### src/rtl/port_io_ctrl_if.sv
// CPU port bus: address/data/strobes out from the CPU, registered read data back.
interface port_io_ctrl_if #(
    parameter int WORD_SIZE = 16
);
    logic [WORD_SIZE-1:0] portaddr;
    logic [WORD_SIZE-1:0] portval;
    logic                 portget;
    logic                 portset;
    logic [WORD_SIZE-1:0] portout;

    modport master (output portaddr, portval, portget, portset, input portout);
    modport slave  (input portaddr, portval, portget, portset, output portout);
endinterface

### src/rtl/port_io_ctrl.sv
// I/O-port peripheral: LED register, FIFO-buffered 8N1 transmitter, status
// register and free-running cycle counter behind the CPU port bus.
module port_io_ctrl #(
    parameter int WORD_SIZE    = 16,
    parameter int TX_DEPTH     = 4,
    parameter int CLKS_PER_BIT = 16
) (
    input  logic                 clk,
    input  logic                 reset_n,
    port_io_ctrl_if.slave        bus,
    output logic [WORD_SIZE-1:0] leds,
    output logic                 tx
);
    localparam int PW = (TX_DEPTH > 1) ? $clog2(TX_DEPTH) : 1;
    localparam int TW = (CLKS_PER_BIT > 1) ? $clog2(CLKS_PER_BIT) : 1;
    localparam logic [WORD_SIZE-1:0] A_LED    = WORD_SIZE'(0);
    localparam logic [WORD_SIZE-1:0] A_TXDATA = WORD_SIZE'(1);
    localparam logic [WORD_SIZE-1:0] A_STATUS = WORD_SIZE'(2);
    localparam logic [WORD_SIZE-1:0] A_COUNT  = WORD_SIZE'(3);

    typedef enum logic [1:0] {IDLE, START, DATA, STOP} tx_state_t;

    tx_state_t            state;
    logic [7:0]           mem [TX_DEPTH];
    logic [PW-1:0]        wr_ptr, rd_ptr;
    logic [PW:0]          occ;
    logic                 overflow;
    logic [15:0]          count;
    logic [7:0]           shreg;
    logic [TW-1:0]        timer;
    logic [2:0]           bit_idx;
    logic [WORD_SIZE-1:0] rdata;

    logic empty, full, busy, push_req, push, pop, rd_status, clr_count, bit_end;
    logic [3:0] status;

    assign empty     = (occ == '0);
    assign full      = (occ == (PW+1)'(TX_DEPTH));
    assign busy      = (state != IDLE);
    assign push_req  = bus.portset && (bus.portaddr == A_TXDATA);
    // Full is judged before the pop of this cycle, so a push at full is lost.
    assign push      = push_req && !full;
    assign pop       = (state == IDLE) && !empty;
    assign rd_status = bus.portget && (bus.portaddr == A_STATUS);
    assign clr_count = bus.portset && (bus.portaddr == A_COUNT);
    assign bit_end   = (timer == TW'(CLKS_PER_BIT - 1));
    assign status    = {overflow, busy, empty, full};

    always_comb begin
        rdata = '0;
        case (bus.portaddr)
            A_LED:    rdata = leds;
            A_STATUS: rdata = {{(WORD_SIZE-4){1'b0}}, status};
            A_COUNT:  rdata = WORD_SIZE'(count);
            default:  rdata = '0;
        endcase
    end

    always_ff @(posedge clk) begin
        if (push) mem[wr_ptr] <= bus.portval[7:0];
    end

    always_ff @(posedge clk or negedge reset_n) begin
        if (!reset_n) begin
            bus.portout <= '0;
            leds        <= '0;
            overflow    <= 1'b0;
            count       <= '0;
            wr_ptr      <= '0;
            rd_ptr      <= '0;
            occ         <= '0;
        end else begin
            if (bus.portget) bus.portout <= rdata;
            if (bus.portset && (bus.portaddr == A_LED)) leds <= bus.portval;
            // A new overflow on the same edge as a STATUS read stays visible.
            if (rd_status) overflow <= 1'b0;
            if (push_req && full) overflow <= 1'b1;
            count <= clr_count ? 16'd0 : count + 16'd1;
            if (push) wr_ptr <= wr_ptr + PW'(1);
            if (pop)  rd_ptr <= rd_ptr + PW'(1);
            case ({push, pop})
                2'b10:   occ <= occ + (PW+1)'(1);
                2'b01:   occ <= occ - (PW+1)'(1);
                default: occ <= occ;
            endcase
        end
    end

    always_ff @(posedge clk or negedge reset_n) begin
        if (!reset_n) begin
            state   <= IDLE;
            tx      <= 1'b1;
            shreg   <= '0;
            timer   <= '0;
            bit_idx <= '0;
        end else begin
            case (state)
                IDLE: begin
                    tx    <= 1'b1;
                    timer <= '0;
                    if (pop) begin
                        shreg <= mem[rd_ptr];
                        tx    <= 1'b0;
                        state <= START;
                    end
                end
                START: begin
                    if (bit_end) begin
                        timer   <= '0;
                        bit_idx <= '0;
                        tx      <= shreg[0];
                        state   <= DATA;
                    end else timer <= timer + TW'(1);
                end
                DATA: begin
                    if (bit_end) begin
                        timer <= '0;
                        if (bit_idx == 3'd7) begin
                            tx    <= 1'b1;
                            state <= STOP;
                        end else begin
                            shreg   <= shreg >> 1;
                            tx      <= shreg[1];
                            bit_idx <= bit_idx + 3'd1;
                        end
                    end else timer <= timer + TW'(1);
                end
                STOP: begin
                    if (bit_end) begin
                        timer <= '0;
                        state <= IDLE;
                    end else timer <= timer + TW'(1);
                end
                default: state <= IDLE;
            endcase
        end
    end
endmodule

### src/flat_wrapper.sv
// flat-port wrapper written by rule: the top's interface ports become plain ports
module port_io_ctrl_flat 
#(
    parameter int WORD_SIZE    = 16,
    parameter int TX_DEPTH     = 4,
    parameter int CLKS_PER_BIT = 16
)
  (clk, reset_n, leds, tx, bus_portaddr, bus_portval, bus_portget, bus_portset, bus_portout);
  port_io_ctrl_if #(.WORD_SIZE(WORD_SIZE)) bus_i ();
  input  logic clk;
  input  logic reset_n;
  output logic [WORD_SIZE-1:0] leds;
  output logic tx;
  input wire logic [$bits(bus_i.portaddr)-1:0] bus_portaddr;
  input wire logic [$bits(bus_i.portval)-1:0] bus_portval;
  input wire logic [$bits(bus_i.portget)-1:0] bus_portget;
  input wire logic [$bits(bus_i.portset)-1:0] bus_portset;
  output wire logic [$bits(bus_i.portout)-1:0] bus_portout;
  assign bus_i.portaddr = bus_portaddr;
  assign bus_i.portval = bus_portval;
  assign bus_i.portget = bus_portget;
  assign bus_i.portset = bus_portset;
  assign bus_portout = bus_i.portout;
  port_io_ctrl #(.WORD_SIZE(WORD_SIZE), .TX_DEPTH(TX_DEPTH), .CLKS_PER_BIT(CLKS_PER_BIT)) u_core (.clk(clk), .reset_n(reset_n), .bus(bus_i), .leds(leds), .tx(tx));
endmodule
### config.mk
export PLATFORM = sky130hd
export DESIGN_NAME = port_io_ctrl_flat
export DESIGN_NICKNAME = d
export VERILOG_FILES = /design/src/rtl/port_io_ctrl_if.sv /design/src/rtl/port_io_ctrl.sv /design/src/flat_wrapper.sv
export SDC_FILE = /design/constraint.sdc
export NUM_CORES = 1
export LEC_CHECK = 0
export CORE_ASPECT_RATIO = 0.5
export CORE_MARGIN = 4
export CORE_UTILIZATION = 56
export CTS_CLUSTER_SIZE = 24
export DETAILED_ROUTE_END_ITERATION = 6
export GPL_TIMING_DRIVEN = 0
export PLACE_DENSITY = 0.9
export SLEW_MARGIN = 20
export SYNTH_ARGS = -nofsm -noshare
export SYNTH_HDL_FRONTEND = slang
export SYNTH_SLANG_ARGS = --single-unit
### constraint.sdc
create_clock -name clk -period 5.9 [get_ports clk]
set_input_delay 1.475 -clock clk [delete_from_list [all_inputs] [get_ports clk]]
set_output_delay 1.475 -clock clk [all_outputs]
set_load 0.01 [all_outputs]
==> results of run 1 <==
==> registers in the layout, indices dropped and copies added, names as in the netlist <==
name                count
u_core.mem             32
u_core.bus.portout     16
u_core.count           16
u_core.leds            16
u_core.shreg            8
u_core.timer            4
u_core.bit_idx          3
u_core.occ              3
u_core.rd_ptr           2
u_core.state            2
u_core.wr_ptr           2
u_core.overflow         1
u_core.tx               1
==> power by group through the flow <==
stage               registers, mW  clock network [mW]  logic (mW)
floorplan                   0.785                   0      0.0259
global placement            0.787                   0      0.0695
detailed placement          0.788                   0      0.0742
CTS                         0.773               0.578      0.0752
global route                0.774               0.614      0.0810
finish                      0.774               0.567      0.0751
==> final cells by class <==
cell class	instances	area [µm²]	area share
clock inverters	4	26.28	0.004406
inverters	26	97.59	0.01637
well taps	112	140.1	0.02350
repair buffers	68	695.7	0.1167
multi-input cells	227	1854	0.3110
plain buffers	17	78.83	0.01322
clock buffers	12	256.5	0.04301
flip-flops and latches	106	2814	0.4719
==> Yosys cell counts, drive strengths merged (2+ instances only) <==
cell type	number
a211oi	3
mux4	8
a22oi	12
ha	13
xor2	15
mux2i	10
o21ai	9
or3b	2
inv	26
nor3b	2
and3	5
and2	7
nand2	8
nor2	34
dfrtp	73
nor2b	3
nand4b	2
a22o	5
edfxtp	32
xnor2	5
buf	7
nor4	4
mux2	18
clkbuf	10
o22ai	16
nand4	8
nor3	2
nand2b	4
a21oi	15
nand3	7
and4	3
==> metal layers <==
metal,track usage,up-vias,part of all wire
met2,0.3829,70,0.52
met1,0.2726,1672,0.43
met3,0.04616,15,0.034
met4,0.08163,0,0.018
li1,-,1515,-
met5,0,-,0
==> cell families (layout without fill, tap and decap cells) <==
logic type / count (synthesis) / in the layout / synth area share
xor+xnor: 20 / 20 / 0.03616
mux: 36 / 36 / 0.1005
flops: 106 / 106 / 0.5808
compound gates: 62 / 62 / 0.08213
fa+ha+maj: 14 / 14 / 0.03771
buf+inv: 43 / 127 / 0.03642
simple gates: 95 / 95 / 0.1263
==> worst max-delay path by stage <==
stage                       endpoint             from  slack, ns  cells past startpoint
floorplan              u_core.occ[2]  bus_portaddr[9]       2.64                     10
global placement    u_core.count[13]          reset_n       0.86                      1
detailed placement     u_core.occ[2]  bus_portaddr[0]       1.87                     11
CTS                    u_core.occ[2]  bus_portaddr[9]       2.15                     11
global route           u_core.occ[2]  bus_portaddr[0]       2.02                     11
finish                 u_core.occ[2]  bus_portaddr[0]       2.14                     11
==> through the flow <==
step                        util  worst slack [ns]
final                     0.7271             2.140
after global placement    0.6896            0.8569
after global routing      0.7271             2.023
after detailed placement  0.6926             1.872
after floorplan                -             2.639
after CTS                 0.7271             2.152
==> critical path, cell delays in order <==
cell             delay, ns
clkdlybuf4s50_1       0.65
and4bb_2              0.33
nand4_2               0.14
nor3b_4               0.42
inv_1                 0.10
ha_1                  0.23
inv_1                 0.09
fa_1                  0.18
xor2_1                0.16
nor2_1                0.06
xor2_1                0.14
==> impl_metrics.csv, run 1 <==
group,metric,value,unit
pwr,p_clk_frac,0.401,
setup_path,cp.required,6.13,ns
floorplan,die_area,0.01029,mm²
cells_and_area,final-instance-count-excl-fill,572,
setup_path,start_kind,"primary input",
placed_design,portBuffers,67,
setup_path,r2r-end,"u_core.occ[2]",
setup_path,critPathKind,"in2reg",
clock_network,insertion_delay,0.35,ns
cells_and_area,diodes,0,
pwr,p_seq_frac,0.546,
placed_design,dpl.cell_count,556,
cells_and_area,final_common_cell,"dfrtp_1",
sta,whs,0.5017,ns
global_routing,first_global_vias,3450,
sta,hold_viol,0,
pwr,swShare,0.2179,
sta,final-setup-viol-count,0,
global_routing,grt_pass1_wl,17.37,mm
sta,maxSlewViolCount,0,
flow_run,maxCapViolations,0,
clock_network,cts-resized-gates,0,
sta,slew_headroom,0.6172,
setup_path,r2r_setup_slack,3.49,ns
routing,routedWlPerCell,18.48,µm
routing,drt_iter0_drc,164,
floorplan,fp.dieH,73.77,µm
floorplan,io_pins,69,
logic_synthesis,avgSynthCellArea,12.88,µm²
clock_network,cts_setup_buffers,0,
pwr,p_per_area,237.4,mW/mm²
hold_path,whs_endpoint,"u_core.tx",
logic_synthesis,synth_area_leaders,"dfrtp_1, edfxtp_1, mux4_2",
clock_network,clockRootBuffer,"clkbuf_16",
routing,drt-pass1-iter-count,5,
hold_path,worstHoldStart,"u_core.tx",
setup_path,cp_max_fo,8,
sta,rsz0062_at_grt,"false",
cells_and_area,post-route-cell-area,0.005963,mm²
pwr,p_total,1.416,mW
pwr,leakagePower,2.482,nW
logic_synthesis,yosysWarnings,0,
cells_and_area,syn_to_final_growth,23.09,%
routing,drc,0,
clock_network,cts_made_buffers,9,
run_status,status,"finished, final reports clean",
routing,ant_nets,0,
cells_and_area,drive_gt1_frac,0.1196,
setup_path,crit_arrival,3.99,ns
logic_synthesis,ys_seq_area_frac,0.5808,
routing,vias_per_cell,5.720,
sta,setup_tns,0,ns
hold_path,holdPathStages,2,
cells_and_area,layout.nets,505,
logic_synthesis,synth_area,0.004845,mm²
sta,fin_crit_sh,0.6373,
pwr,power_frac_comb,0.053,
placed_design,place.gp.congestion,0.8033,
pwr,p_int,1.107,mW
global_routing,grt_util_all_layers,0.2178,
logic_synthesis,synth_cell_type_count,52,
clock_network,hold_buffers,0,
pwr,peakVddDrop,0.0001667,V
placed_design,detailed_place_hpwl,7.109,mm
logic_synthesis,synth_top_area_frac,0.3771,
logic_synthesis,ys_ff_latch,106,
sta,fmax,265.9,MHz
cells_and_area,mostFrequentLayoutCells,"dfrtp_1, clkdlybuf4s50_1, nor2_1, edfxtp_1, inv_1",
hold_path,hold_class,"reg2reg",
pwr,power.switching,0.3085,mW
clock_network,path_clk_slew,0.07,ns
logic_synthesis,async_reset_ff_frac,0.6981,
clock_network,htreeDepth,3,
logic_synthesis,syn_nets,426,
clock_network,cts_tree,"built",
sta,worst_pin_slew,0.5743,ns
setup_path,timing.rr.start,"u_core.state[0]",
global_routing,grt_max_degree,57,
logic_synthesis,synth_top_area_cell,"dfrtp_1",
floorplan,core_area,0.008202,mm²
floorplan,rows,23,
routing,vias,3272,
floorplan,start_util,0.5907,
logic_synthesis,syn_inst,376,
routing,totalWireLength,10.57,mm
placed_design,dpl-instance-area,0.005680,mm²
global_routing,antenna_found_initial,0,
logic_synthesis,ys.flop_type,"dfrtp_1",
floorplan,die_w,139.5,µm
sta,fin_skew,0.006778,ns
logic_synthesis,synth_edf_count,32,
global_routing,grt-ovfl-total,0,
setup_path,reg2reg_depth,9,
setup_path,worst_setup_path_end_kind,"flop",
clock_network,clock_path_buffers,2,
clock_network,cts_sinks,106,
cells_and_area,n_fill_cell,514,
sta,period_minus_slack,3.760,ns
No activity file was read; power rests on OpenSTA's default activity.
==> inputs of run 2 (changes only) <==
- CORE_UTILIZATION: 56 -> 49
- PLACE_DENSITY: 0.9 -> 0.84
- clock period: 5.9 -> 3.1 ns (I/O delays scaled with it)
==> run 2 against run 1 <==
  * Final cell count up 4.2%
  * Global-route usage down 3.6 points
  * Combinational power increased by 86%
  * Worst setup slack got worse by 1.7 ns
  * Flip-flop and latch count unchanged
  * Via count shrank 2.3%
  * Clock power rose by 98%
  * Critical path type unchanged
  * Highest routed layer unchanged
==> impl_metrics.csv, run 2 (synthesized netlist as in run 1, its figures left out) <==
group,metric,value,unit
run_status,status,"finished, final reports clean",
sta,setup_tns,0,ns
routing,drt-pass1-iter-count,4,
cells_and_area,seqCellArea,0.002814,mm²
cells_and_area,drive_gt1_frac,0.1236,
pwr,power.switching,0.6136,mW
global_routing,grt-ovfl-total,0,
floorplan,fp.dieH,78.31,µm
pwr,power_frac_comb,0.051,
clock_network,path_clk_slew,0.07,ns
cells_and_area,n_fill_cell,716,
cells_and_area,multi_input_area,0.001854,mm²
floorplan,rows,25,
setup_path,cp.required,3.34,ns
routing,drc,0,
placed_design,dpl.cell_count,579,
sta,fmax,369.7,MHz
pwr,leakagePower,2.489,nW
global_routing,grt_pass1_wl,16.46,mm
placed_design,place.gp.congestion,0.8098,
sta,fin_skew,0.009160,ns
global_routing,grt_max_degree,58,
clock_network,cts-resized-gates,0,
pwr,p_int,2.117,mW
clock_network,insertion_delay,0.35,ns
floorplan,die_area,0.01164,mm²
cells_and_area,largest_reg_flops,32,
floorplan,core_area,0.009540,mm²
setup_path,start_kind,"primary input",
routing,drt_iter0_drc,127,
cells_and_area,layout.nets,506,
sta,rsz0062_at_grt,"false",
global_routing,grt_util_all_layers,0.1823,
flow_run,maxCapViolations,0,
clock_network,htreeDepth,3,
hold_path,hold_class,"in2async",
routing,vias_per_cell,5.362,
placed_design,detailed_place_hpwl,7.008,mm
clock_network,cts_sinks,106,
routing,totalWireLength,9.939,mm
pwr,peakVddDrop,0.0002886,V
clock_network,cts_made_buffers,9,
cells_and_area,mostFrequentLayoutCells,"dfrtp_1, clkdlybuf4s50_1, nor2_1, edfxtp_1, inv_1",
sta,period_minus_slack,2.705,ns
setup_path,crit_arrival,2.94,ns
sta,fin_crit_sh,0.8725,
global_routing,first_global_vias,3309,
sta,final-setup-viol-count,0,
pwr,p_clk_frac,0.410,
setup_path,cp_max_fo,3,
sta,worst_pin_slew,0.5984,ns
cells_and_area,final_common_cell,"dfrtp_1",
sta,maxSlewViolCount,0,
placed_design,portBuffers,67,
pwr,p_seq_frac,0.539,
clock_network,clock_path_buffers,2,
cells_and_area,syn_to_final_growth,24.12,%
cells_and_area,diodes,0,
floorplan,start_util,0.5078,
pwr,swShare,0.2247,
sta,hold_viol,0,
floorplan,io_pins,69,
floorplan,die_w,148.6,µm
cells_and_area,largest_register,"u_core.mem",
global_routing,antenna_found_initial,0,
pwr,p_total,2.731,mW
clock_network,clockRootBuffer,"clkbuf_16",
setup_path,worst_setup_path_end_kind,"flop",
pwr,p_per_area,454.1,mW/mm²
routing,routedWlPerCell,16.68,µm
setup_path,critPathKind,"in2reg",
sta,slew_headroom,0.6011,
routing,ant_nets,0,
clock_network,cts_tree,"built",
routing,vias,3196,
cells_and_area,final-instance-count-excl-fill,596,
-- run 2: cell count changes in the layout (fill, tap and decap cells not counted), sizes merged --
| cell | before | now |
|---|---|---|
| buf | 9 | 10 |
| clkbuf | 22 | 20 |
| clkinvlp | 1 | 2 |
| inv | 27 | 28 |
-- run 2: timing repair --
item	CTS	global route
setup endpoints to repair	0	1
hold buffers	0	0
setup buffers	0	1
-- run 2: critical path, cell delays in order --
cell             delay, ns
clkdlybuf4s50_1       0.45
nor4_4                0.43
nand4_2               0.18
nor3b_4               0.24
inv_1                 0.06
ha_1                  0.21
inv_1                 0.08
fa_1                  0.17
xor2_1                0.14
nor2_1                0.07
xor2_1                0.14
-- run 2: path summary, 6_finish.rpt --
kind / cells past startpoint / endpoint / slack (ns) / from
max in group asynchronous: 2 / u_core.leds[7] / 2.26 / reset_n
setup / recovery: 11 / u_core.occ[2] / 0.40 / bus_portaddr[12]
min in group clk: 2 / u_core.tx / 0.49 / u_core.tx
hold / removal: 1 / u_core.timer[0] / 0.29 / reset_n
hold reg to reg: 2 / u_core.tx / 0.49 / u_core.tx
setup reg to reg: 9 / u_core.occ[2] / 0.74 / u_core.state[0]
-- run 2: per-layer routing --
| metal | vias up | GRT usage | share of wire |
|---|---|---|---|
| met4 | 0 | 0.06359 | 0.016 |
| met2 | 59 | 0.3196 | 0.51 |
| met1 | 1604 | 0.2214 | 0.43 |
| met3 | 14 | 0.04556 | 0.039 |
| li1 | 1519 | - | - |
| met5 | - | 0 | 0 |
-- run 2: final cells by class --
| class | instances | area share |
|---|---|---|
| inverters | 26 | 0.01623 |
| flip-flops and latches | 106 | 0.4680 |
| plain buffers | 17 | 0.01311 |
| multi-input cells | 227 | 0.3084 |
| well taps | 135 | 0.02809 |
| clock buffers | 10 | 0.04161 |
| repair buffers | 69 | 0.1169 |
| clock inverters | 6 | 0.007699 |
-- run 2: per-stage QoR --
step	area [µm²]	hold slack, ns	worst slack [ns]	util
finish	6013	0.2932	0.3952	0.6303
global placement	5684	0.4740	-1.282	0.5958
floorplan	4845	0.4397	0.5385	-
detailed placement	5709	0.4823	-0.1445	0.5984
global route	6013	0.3057	0.2075	0.6303
CTS	6006	0.2959	0.2061	0.6295
-- run 2: power by group through the flow --
stage	clock network [mW]	logic (mW)	registers, mW
2_1_floorplan	0	0.0493	1.49
3_3_place_gp	0	0.132	1.50
3_5_place_dp	0	0.140	1.50
4_1_cts	1.14	0.141	1.47
5_1_grt	1.20	0.152	1.47
6_report	1.12	0.140	1.47
==> inputs of run 3 (changes only) <==
- CTS_CLUSTER_DIAMETER: default -> 150
==> results of run 3 <==
The final DEF is identical to that of run 2; final timing and power are the same.
